$ cat src/rtl/exec_pkg.sv
// Shared types for the execute/write-back stage: opcodes, FSM states, flag indices.
// Optional feature macro: EXEC_SHIFT_EN (enables SLL/SRL and the SHIFT state).
package exec_pkg;

    typedef enum logic [3:0] {
        OP_ADD = 4'd0,
        OP_SUB = 4'd1,
        OP_AND = 4'd2,
        OP_OR  = 4'd3,
        OP_XOR = 4'd4,
        OP_SLT = 4'd5,
        OP_SLL = 4'd6,
        OP_SRL = 4'd7
    } opcode_e;

    typedef enum logic [2:0] {
        S_IDLE  = 3'd0,
        S_READ  = 3'd1,
        S_EXEC  = 3'd2,
        S_SHIFT = 3'd3,
        S_WRITE = 3'd4
    } state_e;

    // Bit positions inside flags = {N,Z,C,V}
    localparam int FLAG_N = 3;
    localparam int FLAG_Z = 2;
    localparam int FLAG_C = 1;
    localparam int FLAG_V = 0;

    function automatic logic isLegalOp(input logic [3:0] op);
`ifdef EXEC_SHIFT_EN
        return (op <= 4'(OP_SRL));
`else
        return (op <= 4'(OP_SLT));
`endif
    endfunction

endpackage

$ cat src/rtl/exec_stage_alu32.sv
// Combinational 32-bit ALU for ADD/SUB/AND/OR/XOR/SLT with N/Z/C/V flags.
module alu32
    import exec_pkg::*;
(
    input  logic [31:0] a,
    input  logic [31:0] b,
    input  opcode_e     op,
    output logic [31:0] result,
    output logic [3:0]  flags
);

    logic        isSub;
    logic [32:0] sum;
    logic        carry;
    logic        ovf;

    always_comb begin
        isSub  = (op == OP_SUB);
        // SUB is A + ~B + 1, so carry out of bit 32 means "no borrow"
        sum    = {1'b0, a} + {1'b0, (isSub ? ~b : b)} + {32'd0, isSub};
        result = '0;
        carry  = 1'b0;
        ovf    = 1'b0;
        case (op)
            OP_ADD, OP_SUB: begin
                result = sum[31:0];
                carry  = sum[32];
                ovf    = (a[31] == (b[31] ^ isSub)) && (sum[31] != a[31]);
            end
            OP_AND:  result = a & b;
            OP_OR:   result = a | b;
            OP_XOR:  result = a ^ b;
            OP_SLT:  result = {31'd0, ($signed(a) < $signed(b))};
            default: result = '0;
        endcase
        flags         = '0;
        flags[FLAG_N] = result[31];
        flags[FLAG_Z] = (result == 32'd0);
        flags[FLAG_C] = carry;
        flags[FLAG_V] = ovf;
    end

endmodule

$ cat src/rtl/exec_stage.sv
// Multi-cycle execute/write-back stage: IDLE -> READ -> EXEC -> [SHIFT] -> WRITE.
// Optional feature macro: EXEC_SHIFT_EN (iterative SLL/SRL; otherwise opcodes 6/7 are illegal).
module exec_stage
    import exec_pkg::*;
#(
    parameter int SHIFT_MAX = 31
)
(
    input  logic        clk,
    input  logic        rst,
    input  logic        opValid,
    output logic        opReady,
    input  logic [3:0]  opCode,
    input  logic [4:0]  srcA,
    input  logic [4:0]  srcB,
    input  logic [4:0]  dest,
    output logic [4:0]  regReadSel0,
    output logic [4:0]  regReadSel1,
    input  logic [31:0] regReadData0,
    input  logic [31:0] regReadData1,
    output logic [4:0]  regWriteSel,
    output logic        writeEnable,
    output logic [31:0] writeData,
    output logic        done,
    output logic        illegal,
    output logic [3:0]  flags
);

    if (SHIFT_MAX < 0 || SHIFT_MAX > 31) begin : gShiftMaxCheck
        $error("exec_stage: SHIFT_MAX must be in 0..31");
    end

    state_e      state, stateNext;
    logic [3:0]  opReg;
    logic [4:0]  destReg;
    logic        legalReg;
    logic [31:0] opA, opB;
    logic [31:0] aluResult;
    logic [3:0]  aluFlags;
    logic [31:0] resultNext;
    logic [3:0]  flagsNext;

    alu32 uAlu (
        .a      (opA),
        .b      (opB),
        .op     (opcode_e'(opReg)),
        .result (aluResult),
        .flags  (aluFlags)
    );

`ifdef EXEC_SHIFT_EN
    localparam logic [4:0] ShiftMax = 5'(SHIFT_MAX);

    logic [4:0]  shCnt;
    logic [4:0]  shiftAmt;
    logic [31:0] shifted;
    logic        shiftOut;
    logic        isSll;
    logic        isShift;

    always_comb begin
        isSll    = (opReg == OP_SLL);
        isShift  = isSll || (opReg == OP_SRL);
        shiftAmt = (opB[4:0] > ShiftMax) ? ShiftMax : opB[4:0];
        shifted  = isSll ? {opA[30:0], 1'b0} : {1'b0, opA[31:1]};
        shiftOut = isSll ? opA[31] : opA[0];
    end
`endif

    // NOTE: every output of this block gets a default first, so no path can infer a latch.
    always_comb begin
        stateNext  = state;
        resultNext = aluResult;
        flagsNext  = aluFlags;
        case (state)
            S_IDLE:  if (opValid) stateNext = S_READ;
            S_READ:  stateNext = S_EXEC;
            S_EXEC: begin
                stateNext = S_WRITE;
`ifdef EXEC_SHIFT_EN
                if (isShift) begin
                    resultNext = opA;
                    flagsNext  = {opA[31], (opA == 32'd0), 1'b0, 1'b0};
                    if (shiftAmt != 5'd0) stateNext = S_SHIFT;
                end
`endif
            end
`ifdef EXEC_SHIFT_EN
            S_SHIFT: begin
                resultNext = shifted;
                flagsNext  = {shifted[31], (shifted == 32'd0), shiftOut, 1'b0};
                if (shCnt == 5'd1) stateNext = S_WRITE;
            end
`endif
            S_WRITE: stateNext = S_IDLE;
            default: stateNext = S_IDLE;
        endcase
    end

    assign opReady     = (state == S_IDLE);
    assign done        = (state == S_WRITE);
    assign illegal     = done && !legalReg;
    assign writeEnable = done && legalReg && (regWriteSel != 5'd0);

    // NOTE: sequential state uses non-blocking assignments so every register samples pre-edge values.
    always_ff @(posedge clk) begin
        if (rst) begin
            state       <= S_IDLE;
            opReg       <= '0;
            destReg     <= '0;
            legalReg    <= 1'b0;
            regReadSel0 <= '0;
            regReadSel1 <= '0;
            regWriteSel <= '0;
            writeData   <= '0;
            flags       <= '0;
        end else begin
            state <= stateNext;
            if (state == S_IDLE && opValid) begin
                opReg       <= opCode;
                legalReg    <= isLegalOp(opCode);
                regReadSel0 <= srcA;
                regReadSel1 <= srcB;
                destReg     <= dest;
            end
            // Result, select and flags are loaded once on entry to WRITE and then held
            if (stateNext == S_WRITE) begin
                writeData   <= resultNext;
                regWriteSel <= destReg;
                if (legalReg) flags <= flagsNext;
            end
        end
    end

    // NOTE: operand/shift registers carry no reset; they are always loaded before they are consumed.
    always_ff @(posedge clk) begin
        if (state == S_READ) begin
            opA <= regReadData0;
            opB <= regReadData1;
        end
`ifdef EXEC_SHIFT_EN
        if (state == S_EXEC) shCnt <= shiftAmt;
        if (state == S_SHIFT) begin
            opA   <= shifted;
            shCnt <= shCnt - 5'd1;
        end
`endif
    end

endmodule

$ cat config.mk
export PLATFORM = sky130hd
export DESIGN_NAME = exec_stage
export DESIGN_NICKNAME = d
export VERILOG_FILES = /design/src/rtl/exec_pkg.sv /design/src/rtl/exec_stage_alu32.sv /design/src/rtl/exec_stage.sv
export SDC_FILE = /design/constraint.sdc
export NUM_CORES = 1
export LEC_CHECK = 0
export BUFFER_PORTS_ARGS = -buffer_cell sky130_fd_sc_hd__buf_2
export CAP_MARGIN = 20
export CORE_MARGIN = 1.5
export CORE_UTILIZATION = 27
export DETAILED_ROUTE_END_ITERATION = 10
export PLACE_DENSITY = 0.45
export REMOVE_ABC_BUFFERS = 1
export SLEW_MARGIN = 20
export SYNTH_ARGS = -nofsm -noshare
export SYNTH_HDL_FRONTEND = slang
export SYNTH_SLANG_ARGS = --single-unit
$ cat constraint.sdc
create_clock -name clk -period 6.85 [get_ports clk]
set_clock_uncertainty 0.1 [all_clocks]
set_input_delay 1.0275 -clock clk [delete_from_list [all_inputs] [get_ports clk]]
set_output_delay 1.0275 -clock clk [all_outputs]
set_load 0.1 [all_outputs]
## After elaboration in Yosys (flattened, before gate mapping)

Cells that the tools add are included.

- Add/subtract/negate cells: 2
- $lt $le $gt $ge: 2
- Divide/modulo/power cells: 0
- Bitwise logic cells: 5
- Muxes and demuxes: 6
- Multipliers: 0
- Reductions and logical operators: 12
- Shift operators: 0
- Equal/unequal tests: 11

Operator list:

| operator | count |
|---|---|
| $pmux 32 s5 | 1 |
| $add 32x32->33 | 1 |
| $add 33x1->33 | 1 |
| $and 32x32->32 | 1 |
| $logic_not 32->1 | 1 |
| $lt 32x32->1 | 1 |
| $mux 32 | 1 |
| $not 32->32 | 1 |
| $or 32x32->32 | 1 |
| $xor 32x32->32 | 1 |
| $pmux 3 s3 | 1 |
| $eq 4x2->1 const B | 2 |
| $eq 4x3->1 const B | 2 |
| $eq 3x3->1 const B | 2 |
| $logic_and 1x1->1 | 5 |
| $reduce_bool 5->1 | 1 |
| $eq 4x1->1 const B | 1 |
| $le 4x3->1 const B | 1 |
| $logic_not 4->1 | 1 |
| $eq 3x1->1 const B | 1 |
| $eq 3x2->1 const B | 1 |
| $logic_not 3->1 | 1 |
| $mux 3 | 1 |
| $mux 1 | 2 |
| other kinds (6) | 6 |

- Memories: 0
- Memory bits (read-only): 0
- Logic and storage cells: 49
- Latch bits: 0
- Bits in registers: 128
- RAM bits: 0

## Logic depth before layout (Yosys ltp)

Gate-level depths: netlist (run 1).

- Depth after elaboration: 7
- Gate-level depth with buffers: 18
- Depth with buffers taken out: 15

## Modules after synthesis

A second synthesis (run 1) with hierarchy kept.

- Cells, all modules: 1005
- Area, all modules: 9546.7 um^2

Modules (own cells, without submodules):

| module | area an instance (um^2) | instances | cells each |
|---|---|---|---|
| alu32 | 4783.3 | 1 | 665 |
| exec_stage | 4763.3 | 1 | 340 |

## Least setup slack after synthesis (run 1)

No wires, ideal clock.

- Kind: register -> register
- Start point: register state[0]
- End point: register opA[0] (enable)
- Arrival: 5093 ps
- Stages on the path, launching flop included: 2
- Path slack: 1078 ps
- Data required time: 6170 ps
- Setup time: 580 ps
- Cell sequence: dfxtp_1 > nor3b_1

- Word-level cells in the longest chain between the ends: 1

RTL lines:

| item | RTL line | text |
|---|---|---|
| start: declaration | exec_stage.sv:33 | `state_e state, stateNext;` |
| start signal: assignment | exec_stage.sv:118 | `state <= stateNext;` |
| $eq 3x1->1 | exec_stage.sv:137 | `if (state == S_READ) begin` |
| end signal: assignment | exec_stage.sv:138 | `opA <= regReadData0;` |
| end: declaration | exec_stage.sv:37 | `logic [31:0] opA, opB;` |

Every way passes these cells.
A chain may end at the register's enable or synchronous reset.

## Worst setup path in the final report (run 1)

- Start point: register opReg[0]
- End point: register flags[2]

- Word-level cells in the longest chain between the ends: 6

RTL lines:

| item | RTL line | text |
|---|---|---|
| start: declaration | exec_stage.sv:34 | `logic [3:0] opReg;` |
| start signal: assignment | exec_stage.sv:120 | `opReg <= opCode;` |
| $eq 4x1->1 | exec_stage_alu32.sv:18, exec_stage_alu32.sv:24 |  |
| $mux 32 | exec_stage_alu32.sv:20 | `sum = {1'b0, a} + {1'b0, (isSub ? ~b : b)} + {32'd0, isSub};` |
| $add 32x32->33 | exec_stage_alu32.sv:20 |  |
| $add 33x1->33 | exec_stage_alu32.sv:20 |  |
| $pmux 32 s5 * | exec_stage_alu32.sv:24 | `case (op)` |
| $logic_not 32->1 * | exec_stage_alu32.sv:38 | `flags[FLAG_Z] = (result == 32'd0);` |
| end signal: assignment | exec_stage.sv:130 | `if (legalReg) flags <= flagsNext;` |
| end: declaration | exec_stage.sv:26 | `output logic [3:0] flags` |

Mark *: on every way between the ends. The rest lies on a longest branch, timed or not.

==> run summary, run 1 <==
The flow ran to the end, and the final reports show no timing, DRC or antenna violations. By startpoint and endpoint, the worst setup path is classified as reg -> reg. DRC violation total after the first TritonRoute iteration: 371. During I/O placement, the number of pins put on the boundary was 141. The longest clock path from root to sink contains 2 buffers. In the layout the commonest cells are 140 x sky130_fd_sc_hd__buf_2, 130 x sky130_fd_sc_hd__ha_1, 98 x sky130_fd_sc_hd__nor2_1, 92 x sky130_fd_sc_hd__a21oi_1. The measured slew at the worst slew-check pin is 1.031 ns. After detailed routing, the average wire length per cell comes to 17.15 um.

The clock insertion delay at the later pin of the skew report was 0.43 ns; the initial core utilization was 27.48%. The logs give 31.29% for the headroom to the max-slew limit and 10690 um2 for the final non-filler cell area. Among all stages on the critical path, the largest delay is contributed by sky130_fd_sc_hd__dfxtp_1.

The die covers 34300 um2. Synthesis produced a netlist whose cell count is 998. Setup violations remaining at the end of the flow were counted as 0. In this run the worst hold path is classified as reg -> reg. TritonCTS built the clock tree. 0 antenna diodes ended up in the layout.

Traced cell by cell, the critical path runs through nor4b_4, buf_4, xnor2_1, ha_1, and3_1, nand2_1, o211ai_1, nor4_4, o31ai_2, a31oi_1, o31ai_1, xor2_1, a221oi_1, nand2b_1, o31ai_1. The synthesized netlist occupies a cell area of 8964 um2. The tools report the register area share after synthesis as 35.73%. Number of cells on the critical path: 15. Total power divided by cell area: 230.9 nW/um2. The count of final max-slew check failures was 0. CTS built an H-tree with a depth of 4. The aggregate routed wire length was 26910 um. Dividing the detail-routed via count by the number of cells gives 4.837. For this run, the leading register cell type out of synthesis is sky130_fd_sc_hd__edfxtp_1.

The first global-routing pass estimated 41350 um of wire. For the global-route usage over all layers, the log shows 15.83%. From synthesis to final layout, the design area changed by 19.30%.

The fraction of layout cells with a size suffix above 1 is 17.30%. After synthesis the netlist holds a flip-flop and latch count of 128. The minimum period implied by the final worst setup slack was 5.107 ns; the share of synthesized flip-flops with an asynchronous set or reset was 0%. Summed over all cells, the static leakage comes to 4.614 nW.

Measured along the y axis, the die boundary spans 185.2 um. The logs give 0 for the initial antenna violation count and 0 for the number of hold violations in the final report. In the final design database the tool counted 1331 nets.

STA classifies the critical path startpoint as a register. Summed over all layers, the global routing overflow is 0. After clock tree synthesis, the clock-pin slew on the worst setup and hold paths is 0.06 ns.

Via count of the first global-routing pass: 7403. The number of buffer cells added on primary ports works out to 140. In this run, distinct cell masters in the synthesized netlist total 72.

For the number of gates resized after cts, the log shows 0. Counting the buffers created by CTS gives 17. The logs give 66 for the largest net degree at the start of global routing and 66 for the number of placement rows.

The tool flagged a number of max-cap violations equal to 0. Setup repair after global routing left no endpoint under its margin. The total negative setup slack was 0 ns. The family with the most delay on the worst path is compound AO/OA/AOI/OAI gates.

The number of enable-type register cells in the synthesized netlist was 64. During synthesis, Yosys emitted a total of 0 warnings. Total power: 2.470 mW.

Type of element capturing the critical path: a register. The portion of the clock cycle consumed by the worst path in the final layout is 74.56%, and the total of hold buffers inserted after clock tree synthesis is 0. Dividing the synthesized area by the synthesized cell count gives 8.982 um2. The run gives 32.78% as the utilization after layout. Counting stages on the worst path, the most repeated cell is sky130_fd_sc_hd__o31ai_1.

The logs give 128 for the number of clock sinks and 0 for the buffers inserted during post-CTS setup optimization. The depth of the worst register-to-register path came out at 15. Counting instances, the worst hold path has a depth of 2. The number of buffers and inverters on the critical path is 1. The tools report the number of nets with antenna violations after detailed routing as 0. The critical path data arrival time was 5.35 ns; the overall via count from detail_route was 7589. The tree is rooted in a sky130_fd_sc_hd__clkbuf_16. The instance area after placement is 10110 um2.

The run gives 32620 um2 as the area of the placeable core. VDD sags by at most 0.1799 mV. The number of iterations in the first detailed-routing pass was 4. The die is 185.2 um wide.

The highest cell delay on the worst timing path came out at 0.72 ns. Along the worst path, the maximum fanout reaches 33. Final weighted congestion in routability-driven placement: 0.8657. The tools report the fmax as 0.1958 GHz. The library cell used most frequently in the layout, excluding fill and tap cells, is sky130_fd_sc_hd__buf_2. The number of remaining DRC errors is 0, and the half-perimeter wire length after detailed placement is 19820 um.

The tools report the data required time at the worst endpoint as 7.09 ns.
## registers in the layout (all words and copies together), names as in the netlist, 3 cells and up
register	cells
opReg	4
opA	32
regReadSel1	5
state	3
regWriteSel	5
opB	32
regReadSel0	5
writeData	32
destReg	5
flags	4
## stage by stage
stage	setup WS [ns]	cells	hold slack, ns
detailed placement	1.733	1537	0.3439
finish	1.743	1569	0.3488
global placement	1.733	1537	0.3401
global route	1.260	1569	0.3585
floorplan	1.078	947	0.3260
CTS	1.692	1569	0.3522
## layer usage
layer,GRT usage (%),vias to the layer above,wire [um]
met5,0,-,0
met4,5.236,0,442
met3,2.595,30,1102
met2,26.08,179,12300
met1,20.98,3571,13060
li1,-,3809,-
## Yosys cell counts (3+ instances only)
cell type                    n  area share, %
sky130_fd_sc_hd__nand4_1    13           0.91
sky130_fd_sc_hd__xor2_1      8           0.78
sky130_fd_sc_hd__a221oi_1   17            1.7
sky130_fd_sc_hd__nand2b_1    5           0.35
sky130_fd_sc_hd__nor4b_1     4           0.39
sky130_fd_sc_hd__nand3b_1    3           0.25
sky130_fd_sc_hd__and2_1      5           0.35
sky130_fd_sc_hd__buf_1       6           0.25
sky130_fd_sc_hd__o21ai_0    28            1.6
sky130_fd_sc_hd__dfxtp_1    64             14
sky130_fd_sc_hd__o211ai_1    5           0.42
sky130_fd_sc_hd__nor3_1     22            1.2
sky130_fd_sc_hd__a211oi_1   29            2.4
sky130_fd_sc_hd__nor2b_1     5           0.35
sky130_fd_sc_hd__or3_1       6           0.42
sky130_fd_sc_hd__mux2i_1     4           0.45
sky130_fd_sc_hd__a21oi_1    92            5.1
sky130_fd_sc_hd__edfxtp_1   64             21
sky130_fd_sc_hd__clkbuf_1   43            1.8
sky130_fd_sc_hd__o21a_1      4           0.34
sky130_fd_sc_hd__ha_1      130             18
sky130_fd_sc_hd__a211o_1     3           0.29
sky130_fd_sc_hd__o21ai_1     5           0.28
sky130_fd_sc_hd__o21bai_1    4           0.34
sky130_fd_sc_hd__a21o_1      7           0.59
sky130_fd_sc_hd__a221o_1     8           0.89
sky130_fd_sc_hd__a311oi_1    3           0.29
sky130_fd_sc_hd__nand3_1    17           0.95
sky130_fd_sc_hd__nor3b_1     5           0.42
sky130_fd_sc_hd__and3_1      3           0.21
sky130_fd_sc_hd__a31oi_1    11           0.77
sky130_fd_sc_hd__nor2_1     98            4.1
sky130_fd_sc_hd__nor4_1     11           0.77
sky130_fd_sc_hd__o31ai_1     6           0.50
sky130_fd_sc_hd__o221ai_1    3           0.29
sky130_fd_sc_hd__xnor2_1    42            4.1
sky130_fd_sc_hd__inv_1      87            3.6
sky130_fd_sc_hd__nand2_1    87            3.6
## power breakdown
group	switching (mW)	internal [mW]
Combinational	0.459	0.221
Clock	0.365	0.545
Sequential	0.0340	0.845
## worst paths after layout
path / from / end / slack, ns
setup / recovery: opReg[0] / flags[2] / 1.74
hold / removal: destReg[2] / regWriteSel[2] / 0.35
setup reg to reg: opReg[0] / flags[2] / 1.74
hold reg to reg: destReg[2] / regWriteSel[2] / 0.35
## cell type report
cell class	count	area [um2]
fillers	3496	21920
flip-flops and latches	128	3203
well taps	442	553.0
clock inverters	7	46.29
inverters	87	326.6
repair buffers	148	760.7
clock buffers	25	538.0
multi-input cells	732	5266
## cells by family after synthesis
kind of cell	after synthesis	synth area share [%]
buffers and inverters	138	5.876
AOI/OAI and AO/OA	252	18.86
xor gates and xnor gates	50	4.886
adders and majority gates	131	18.37
and+or+nand+nor	295	15.83
DFF	128	35.73
muxes	4	0.4467
## worst register-to-register path, delay by kind of cell, from the launching register on
family	cells	cell delay (ns)
AO/OA/AOI/OAI	6	2.13
XOR/XNOR	2	0.29
adder cells (fa/ha/maj)	1	0.43
buffers and inverters	1	0.50
flip-flops	1	0.72
AND/OR/NAND/NOR	5	0.85
No activity file was read; power rests on OpenSTA's default activity.
==> run 2: changes to the inputs <==
ABC_AREA = 1   (was default)
PLACE_DENSITY = 0.46   (was 0.45)
clock period = 4.1 ns   (was 6.85 ns; I/O delays follow)
==> run summary, run 2 <==
The tools report the type of element capturing the critical path as a register. The total power divided by cell area is 384.2 nW/um2 (+66%). The data required time at the worst endpoint is 4.37 ns (-2.72 ns).

The tools report the initial core utilization as 27.29% (-0.19 points). For the overall via count from detail_route, the log shows 8618 (+14%). In the final layout, the registers with the most flip-flops are opA x32, opB x32, writeData x32. The clock insertion delay at the later pin of the skew report is 0.44 ns (about the same). The fmax came out at 0.2856 GHz (+46%). The number of buffer cells added on primary ports was 140 (unchanged). The dominant synthesized flop cell is sky130_fd_sc_hd__edfxtp_1. The kind of cell with the highest combined delay along the critical path is simple AND/OR/NAND/NOR gates. The net total in the final layout was 1658 (+25%); the largest driver fanout on the critical path was 19 (-42%). Detail-routed via count per cell: 4.500 (-7.0%). The detail-routed net length per standard cell came out at 15.75 um (-8.2%).

For the number of CTS-inserted buffers, the log shows 17 (unchanged). The signal on the critical path passes through nor2_4, nand2_1, buf_4, xor2_1, fa_1, inv_1, nand3_1, nand2_1, nand2_1, nand3_1, nand2_1, nor2_1, nand2_1, nor2_1, nand4_1, nor2_1, nand3_1, nor2_1, nand3_1, a21oi_1. The run gives 0 (unchanged) as the count of synthesis-stage warnings from yosys. The cell seen most often among critical-path stages was sky130_fd_sc_hd__nand2_1. The largest area contributor in the synthesized netlist was sky130_fd_sc_hd__edfxtp_1. By instance count, the leading cell after synthesis is sky130_fd_sc_hd__nand2_1.

The number of cells after detailed placement came out at 1883 (+23%). The number of inserted diodes was 0 (unchanged). The number of placement rows is 69 (+4.5%), and the number of gates resized after cts is 0 (unchanged). The run gives 0 (unchanged) as the remaining global-route overflow.

The run gives 1915 (+22%) as the non-filler instance count after layout. The tools report the number of setup violations in the final report as 0 (unchanged). The portion of synthesized cell area occupied by the leading cell type came out at 19.90% (-1.5 points). The layout filler cell count came out at 3885 (+11%). By area the synthesized netlist is led by sky130_fd_sc_hd__edfxtp_1 20%, sky130_fd_sc_hd__ha_1 17%, sky130_fd_sc_hd__dfxtp_1 13%.

The measured slew at the worst slew-check pin was 0.8791 ns (-0.1516 ns); the aggregate routed wire length was 30160 um (+12%). The tools report the worst-case setup margin in the final layout as 0.5987 ns (-1.144 ns). The flow ran to the end, and the final reports show no timing, DRC or antenna violations. The post-placement setup slack was 0.5086 ns (-1.224 ns); the smallest hold slack was 0.2510 ns (-0.09786 ns).

For the half-perimeter wire length after detailed placement, the log shows 23780 um (+20%). The min-delay analysis places its worst path in the category in -> reg. For the post-synthesis instance area, the log shows 9659 um2 (+7.8%). The run gives 509 (+37%) as the DRC violation total after the first TritonRoute iteration. The die area was 36920 um2 (+7.6%).

The die span in y was 192.1 um (+3.7%); the utilization after layout was 32.49% (-0.30 points). The run gives 1299 (+30%) as the synthesized netlist cell count. The library cells used most frequently in the layout, excluding fill and tap cells, are 264 x sky130_fd_sc_hd__nand2_1, 221 x sky130_fd_sc_hd__inv_1, 140 x sky130_fd_sc_hd__buf_2, 130 x sky130_fd_sc_hd__ha_1, 129 x sky130_fd_sc_hd__nor2_1. The H-tree depth reported by CTS was 4 (unchanged). The number of nets with antenna violations after detailed routing is 0 (unchanged).

The number of remaining DRC errors is 0 (unchanged), and the peak supply drop is 0.2604 mV (+45%). The run gives 41.39% (+10 points) as the headroom to the max-slew limit. The total of hold buffers inserted after clock tree synthesis was 0 (unchanged). Setup repair after global routing left no endpoint under its margin. The synthesized flop and latch total came out at 128 (unchanged). The die extent in x came out at 192.1 um (+3.7%).

The count of final max-slew check failures came out at 0 (unchanged). The portion of the clock cycle consumed by the worst path in the final layout was 85.40% (+11 points); the number of enable-type register cells in the synthesized netlist was 64 (unchanged). Initial antenna violation count: 0 (unchanged).

The cell with the largest stage delay on the worst path is sky130_fd_sc_hd__fa_1. TritonCTS built the clock tree. The fraction of layout cells with a size suffix above 1 works out to 16.51% (-0.80 points).

Clock edge transition at the registers on the reported setup and hold paths: 0.07 ns (about the same). The category of the most critical setup path was reg -> reg. The share of synthesized flip-flops with an asynchronous set or reset came out at 0% (unchanged). The via count of the first global-routing pass was 8335 (+13%). The critical path data arrival time is 3.77 ns (-1.58 ns), and the leakage power figure is 5.918 nW (+28%). For the number of library cell types mapped by synthesis, the log shows 44 (-39%). For the buffers inserted during post-CTS setup optimization, the log shows 0 (unchanged). The number of max-cap violations was 0 (unchanged).

The number of iterations in the first detailed-routing pass was 7 (+3); the wire length of the first global-routing pass was 46200 um (+12%). The tools report the area of the placeable core as 35400 um2 (+8.5%). Number of buffers on the longest clock path: 2 (unchanged). Number of clock sinks: 128 (unchanged). The count of boundary I/O pins was 141 (unchanged). The commonest cells after synthesis are 264 x sky130_fd_sc_hd__nand2_1, 221 x sky130_fd_sc_hd__inv_1, 130 x sky130_fd_sc_hd__ha_1.

The synthesis-to-finish area growth was 19.04%; the minimum period implied by the final worst setup slack was 3.501 ns (-1.606 ns). Global-route usage over all layers: 16.58% (+0.75 points). Most frequent standard cell in the layout excluding fill and tap cells: sky130_fd_sc_hd__nand2_1. STA classifies the critical path startpoint as a register. The largest net degree at the start of global routing is 65 (-1.5%), and the highest cell delay on the worst timing path is 0.43 ns (-0.29 ns). CTS placed an instance of sky130_fd_sc_hd__clkbuf_16 at the clock tree root. The total power was 4.418 mW (+79%); the number of hold violations in the final report was 0 (unchanged). The mean cell area of the mapped netlist is 7.436 um2 (-17%), and the final weighted congestion in routability-driven placement is 0.8858 (+2.3%). The number of buffers and inverters on the critical path is 2 (+1). Register area share after synthesis: 33.16% (-2.6 points).
run 2: changes by cell type in the layout (fill, tap and decap cells not counted), sizes merged, moves of 23 or more:
| cell | before | now |
|---|---|---|
| nand2 | 87 | 281 |
| inv | 88 | 250 |
| nand3 | 17 | 77 |
| xnor2 | 42 | 0 |
| nor2 | 98 | 134 |
| a211oi | 31 | 1 |
| xor2 | 8 | 31 |
run 2: cell families after synthesis:
group | Yosys count | synth area share, %
AOI/OAI and AO/OA | 198 | 11.76
xor gates and xnor gates | 31 | 2.811
adders and majority gates | 131 | 17.05
buffers and inverters | 277 | 11.32
DFF | 128 | 33.16
and+or+nand+nor | 534 | 23.90
run 2: worst paths after layout:
check / to / slack, ns / depth (start not counted) / from
max: flags[2] / 0.60 / 20 / opReg[3]
min reg2reg: regWriteSel[2] / 0.35 / 2 / destReg[2]
min: opA[18] / 0.25 / 1 / regReadData0[18]
max reg2reg: flags[2] / 0.60 / 20 / opReg[3]
run 2: final cells by class:
| class | instances | area [um2] | area share (%) |
|---|---|---|---|
| Clock buffer | 18 | 450.4 | 3.917 |
| Timing Repair Buffer | 155 | 813.3 | 7.073 |
| Multi-Input combinational cell | 894 | 5368 | 46.68 |
| Clock inverter | 14 | 167.7 | 1.458 |
| Inverter | 245 | 919.6 | 7.998 |
| Sequential cell | 128 | 3203 | 27.86 |
| Tap cell | 461 | 576.8 | 5.016 |
run 2: where the power goes:
part           leakage, nW  internal [mW]  switching, mW
combinational         4.50          0.383          0.946
sequential            1.11           1.42         0.0471
clock                0.303          0.953          0.672
total                 5.92           2.75           1.67
run 2: routing by layer:
layer	part of all wire (%)	GRT usage (%)	vias to the layer above
met4	1.3	4.293	0
met2	45	27.17	185
li1	-	-	4469
met5	0	0	-
met1	49	22.61	3946
met3	4.2	2.540	18
run 2: stage by stage:
step	setup TNS (ns)	instance area [um2]
final	0	11500
after detailed placement	0	10880
after CTS	0	11500
after floorplan	-91.85	9485
after global placement	0	10880
after global routing	0	11500
==> run 3: changes to the inputs <==
PLACE_DENSITY = default   (was 0.46)
==> run summary, run 3 (synthesis results as in run 2) <==
The tools report the critical path data arrival time as 3.85 ns (+0.08 ns). Number of buffer cells added on primary ports: 140 (unchanged). The run gives 11450 um2 (-0.41%) as the final non-filler cell area.

STA classifies the critical path startpoint as a register. Broken down by cell family, the worst path's largest delay share belongs to simple AND/OR/NAND/NOR gates. The detail-routed via count per cell is 4.539 (+0.86%), and the number of hold violations in the final report is 0 (unchanged).

The run gives 10840 um2 (-0.34%) as the instance area after placement. The total power divided by cell area works out to 380.7 nW/um2 (-0.91%). The run gives 0 (unchanged) as the buffers inserted during post-CTS setup optimization. The number of nets with antenna violations after detailed routing was 0 (unchanged); the number of iterations in the first detailed-routing pass was 5 (-2). The number of cells on the critical path came out at 20 (unchanged). The initial antenna violation count was 2 (+2); the count of final max-slew check failures was 0 (unchanged). The number of clock sinks was 128 (unchanged). The net total in the final layout was 1653 (-0.30%). The number of setup violations in the final report is 0 (unchanged). The die area came out at 36920 um2 (unchanged).

The flow ran to the end, and the final reports show no timing, DRC or antenna violations. The synthesis-to-finish area growth is 18.55%, and the total of hold buffers inserted after clock tree synthesis is 0 (unchanged). The highest cell delay on the worst timing path came out at 0.44 ns (about the same). STA classifies the critical path endpoint as a register. The run gives 4 (unchanged) as the H-tree depth reported by CTS.

The layout filler cell count came out at 3775 (-2.8%). The run gives 0.2785 GHz (-2.5%) as the fmax. The measured slew at the worst slew-check pin is 0.9575 ns (+0.07835 ns), and the number of cells after detailed placement is 1878 (-0.27%). The number of placement rows came out at 69 (unchanged). The die span in y works out to 192.1 um (unchanged).

The detail-routed net length per standard cell is 15.19 um (-3.6%), and the aggregate routed wire length is 29020 um (-3.8%). The tools report the non-filler instance count after layout as 1911 (-0.21%). The logs give 35400 um2 (unchanged) for the area of the placeable core and 0.9051 (+2.2%) for the final weighted congestion in routability-driven placement.

Clock insertion delay at the later pin of the skew report: 0.44 ns (about the same). The run gives 65 (unchanged) as the largest net degree at the start of global routing. The library cell used most frequently in the layout, excluding fill and tap cells, is sky130_fd_sc_hd__nand2_1.

The number of remaining DRC errors was 0 (unchanged); the count of cells along the worst hold path was 1 (unchanged). In the layout the commonest cells are 264 x sky130_fd_sc_hd__nand2_1, 220 x sky130_fd_sc_hd__inv_1, 140 x sky130_fd_sc_hd__buf_2, 130 x sky130_fd_sc_hd__ha_1, 129 x sky130_fd_sc_hd__nor2_1. The number of gates resized after cts is 0 (unchanged). The number of buffers and inverters on the critical path came out at 2 (unchanged).

For the peak supply drop, the log shows 0.2162 mV (-17%). The tools report the wire length of the first global-routing pass as 44720 um (-3.2%). The global-route usage over all layers is 15.88% (-0.71 points), and the number of buffers on the longest clock path is 2 (unchanged).

The largest registers in the layout are opA x32, opB x32, writeData x32. The overall via count from detail_route is 8674 (+0.65%), and the via count of the first global-routing pass is 8316 (-0.23%). The number of max-cap violations was 0 (unchanged); the half-perimeter wire length after detailed placement was 22700 um (-4.6%).

The DRC violation total after the first TritonRoute iteration came out at 515 (+1.2%). In this run the clock root is driven by a sky130_fd_sc_hd__clkbuf_16. The post-placement setup slack was 0.4771 ns (-0.03150 ns); the initial core utilization was 27.29% (unchanged). The classification of the worst-slack hold path is in -> reg. The signal on the critical path passes through nor2_4, nand2_1, buf_4, xor2_1, fa_1, inv_1, nand3_1, nand2_1, nand2_1, nand3_1, nand2_1, nor2_1, nand2_1, nor2_1, nand4_1, nor2_1, nand3_1, nor2_1, nand3_1, a21oi_1.

The tools report the headroom to the max-slew limit as 36.01% (-5.4 points). The fraction of layout cells with a size suffix above 1 was 16.29% (-0.22 points). The worst setup path is of the reg -> reg kind. The die extent in x came out at 192.1 um (unchanged).

The data required time at the worst endpoint is 4.36 ns (about the same), and the clock edge transition at the registers on the reported setup and hold paths is 0.07 ns (about the same). The minimum period implied by the final worst setup slack is 3.591 ns (+0.08925 ns), and the smallest hold slack is 0.2498 ns (-0.001139 ns). The most numerous cell type found on the critical path is sky130_fd_sc_hd__nand2_1. The remaining global-route overflow came out at 0 (unchanged).

The largest driver fanout on the critical path was 23 (+4). The portion of the clock cycle consumed by the worst path in the final layout is 87.57% (+2.2 points), and the number of CTS-inserted buffers is 17 (unchanged). TritonCTS built the clock tree. The worst-case setup margin in the final layout was 0.5095 ns (-0.08925 ns).

The cell with the largest stage delay on the worst path is sky130_fd_sc_hd__fa_1. Setup repair after global routing left no endpoint under its margin. The count of boundary I/O pins is 141 (unchanged). The depth of the worst register-to-register path is 20 (unchanged), and the leakage power figure is 5.888 nW (-0.51%).
## run 3: changes by cell type in the layout (fill, tap and decap cells not counted), sizes merged
| cell | change |
|---|---|
| buf | -5 |
| bufinv | -1 |
| inv | +4 |
| clkinv | -3 |
| diode | +1 |
## run 3: final timing paths
| kind | start | endpoint | slack [ns] |
|---|---|---|---|
| hold reg to reg | destReg[0] | destReg[0] | 0.35 |
| hold / removal | regReadData1[23] | opB[23] | 0.25 |
| setup / recovery | opReg[3] | flags[2] | 0.51 |
| setup reg to reg | opReg[3] | flags[2] | 0.51 |
## run 3: worst reg2reg max path: stages, from the launching register on
cell,delay [ns]
sky130_fd_sc_hd__dfxtp_1,0.42
sky130_fd_sc_hd__nor2_4,0.09
sky130_fd_sc_hd__nand2_1,0.10
sky130_fd_sc_hd__buf_4,0.39
sky130_fd_sc_hd__xor2_1,0.18
sky130_fd_sc_hd__fa_1,0.44
sky130_fd_sc_hd__inv_1,0.17
sky130_fd_sc_hd__nand3_1,0.12
sky130_fd_sc_hd__nand2_1,0.17
sky130_fd_sc_hd__nand2_1,0.07
sky130_fd_sc_hd__nand3_1,0.08
sky130_fd_sc_hd__nand2_1,0.10
sky130_fd_sc_hd__nor2_1,0.12
sky130_fd_sc_hd__nand2_1,0.06
sky130_fd_sc_hd__nor2_1,0.21
sky130_fd_sc_hd__nand4_1,0.15
sky130_fd_sc_hd__nor2_1,0.15
sky130_fd_sc_hd__nand3_1,0.11
sky130_fd_sc_hd__nor2_1,0.10
sky130_fd_sc_hd__nand3_1,0.07
sky130_fd_sc_hd__a21oi_1,0.12
## run 3: where the power goes
| group | total [mW] | switching [mW] | internal (mW) |
|---|---|---|---|
| clock network | 1.59 | 0.688 | 0.904 |
| logic | 1.30 | 0.928 | 0.376 |
| registers | 1.46 | 0.0477 | 1.42 |
## run 3: metal layers
metal	GRT usage (%)	vias up	routed length [um]
met5	0	-	12
met2	25.87	215	13010
met4	3.757	2	348
met3	3.033	27	1555
li1	-	4461	-
met1	21.53	3969	14100
## run 3: area by class of cell
cell class	instances	area, um2	share of cell area, %
multi-input combinational	894	5368	46.87
sequential	128	3203	27.97
inverter	245	919.6	8.031
timing repair buffer	150	775.7	6.774
tap	461	576.8	5.037
clock buffer	18	450.4	3.934
clock inverter	14	155.1	1.355
antenna	1	2.502	0.02185
## run 3: metrics by stage
stage | power, mW | util [%] | TNS (ns)
final | 4.359 | 32.35 | 0
after global routing | 4.612 | 32.34 | 0
after CTS | 4.407 | 32.34 | 0
after detailed placement | 2.790 | 30.63 | 0
after global placement | 2.782 | 30.63 | 0
after floorplan | 2.420 | - | -91.85
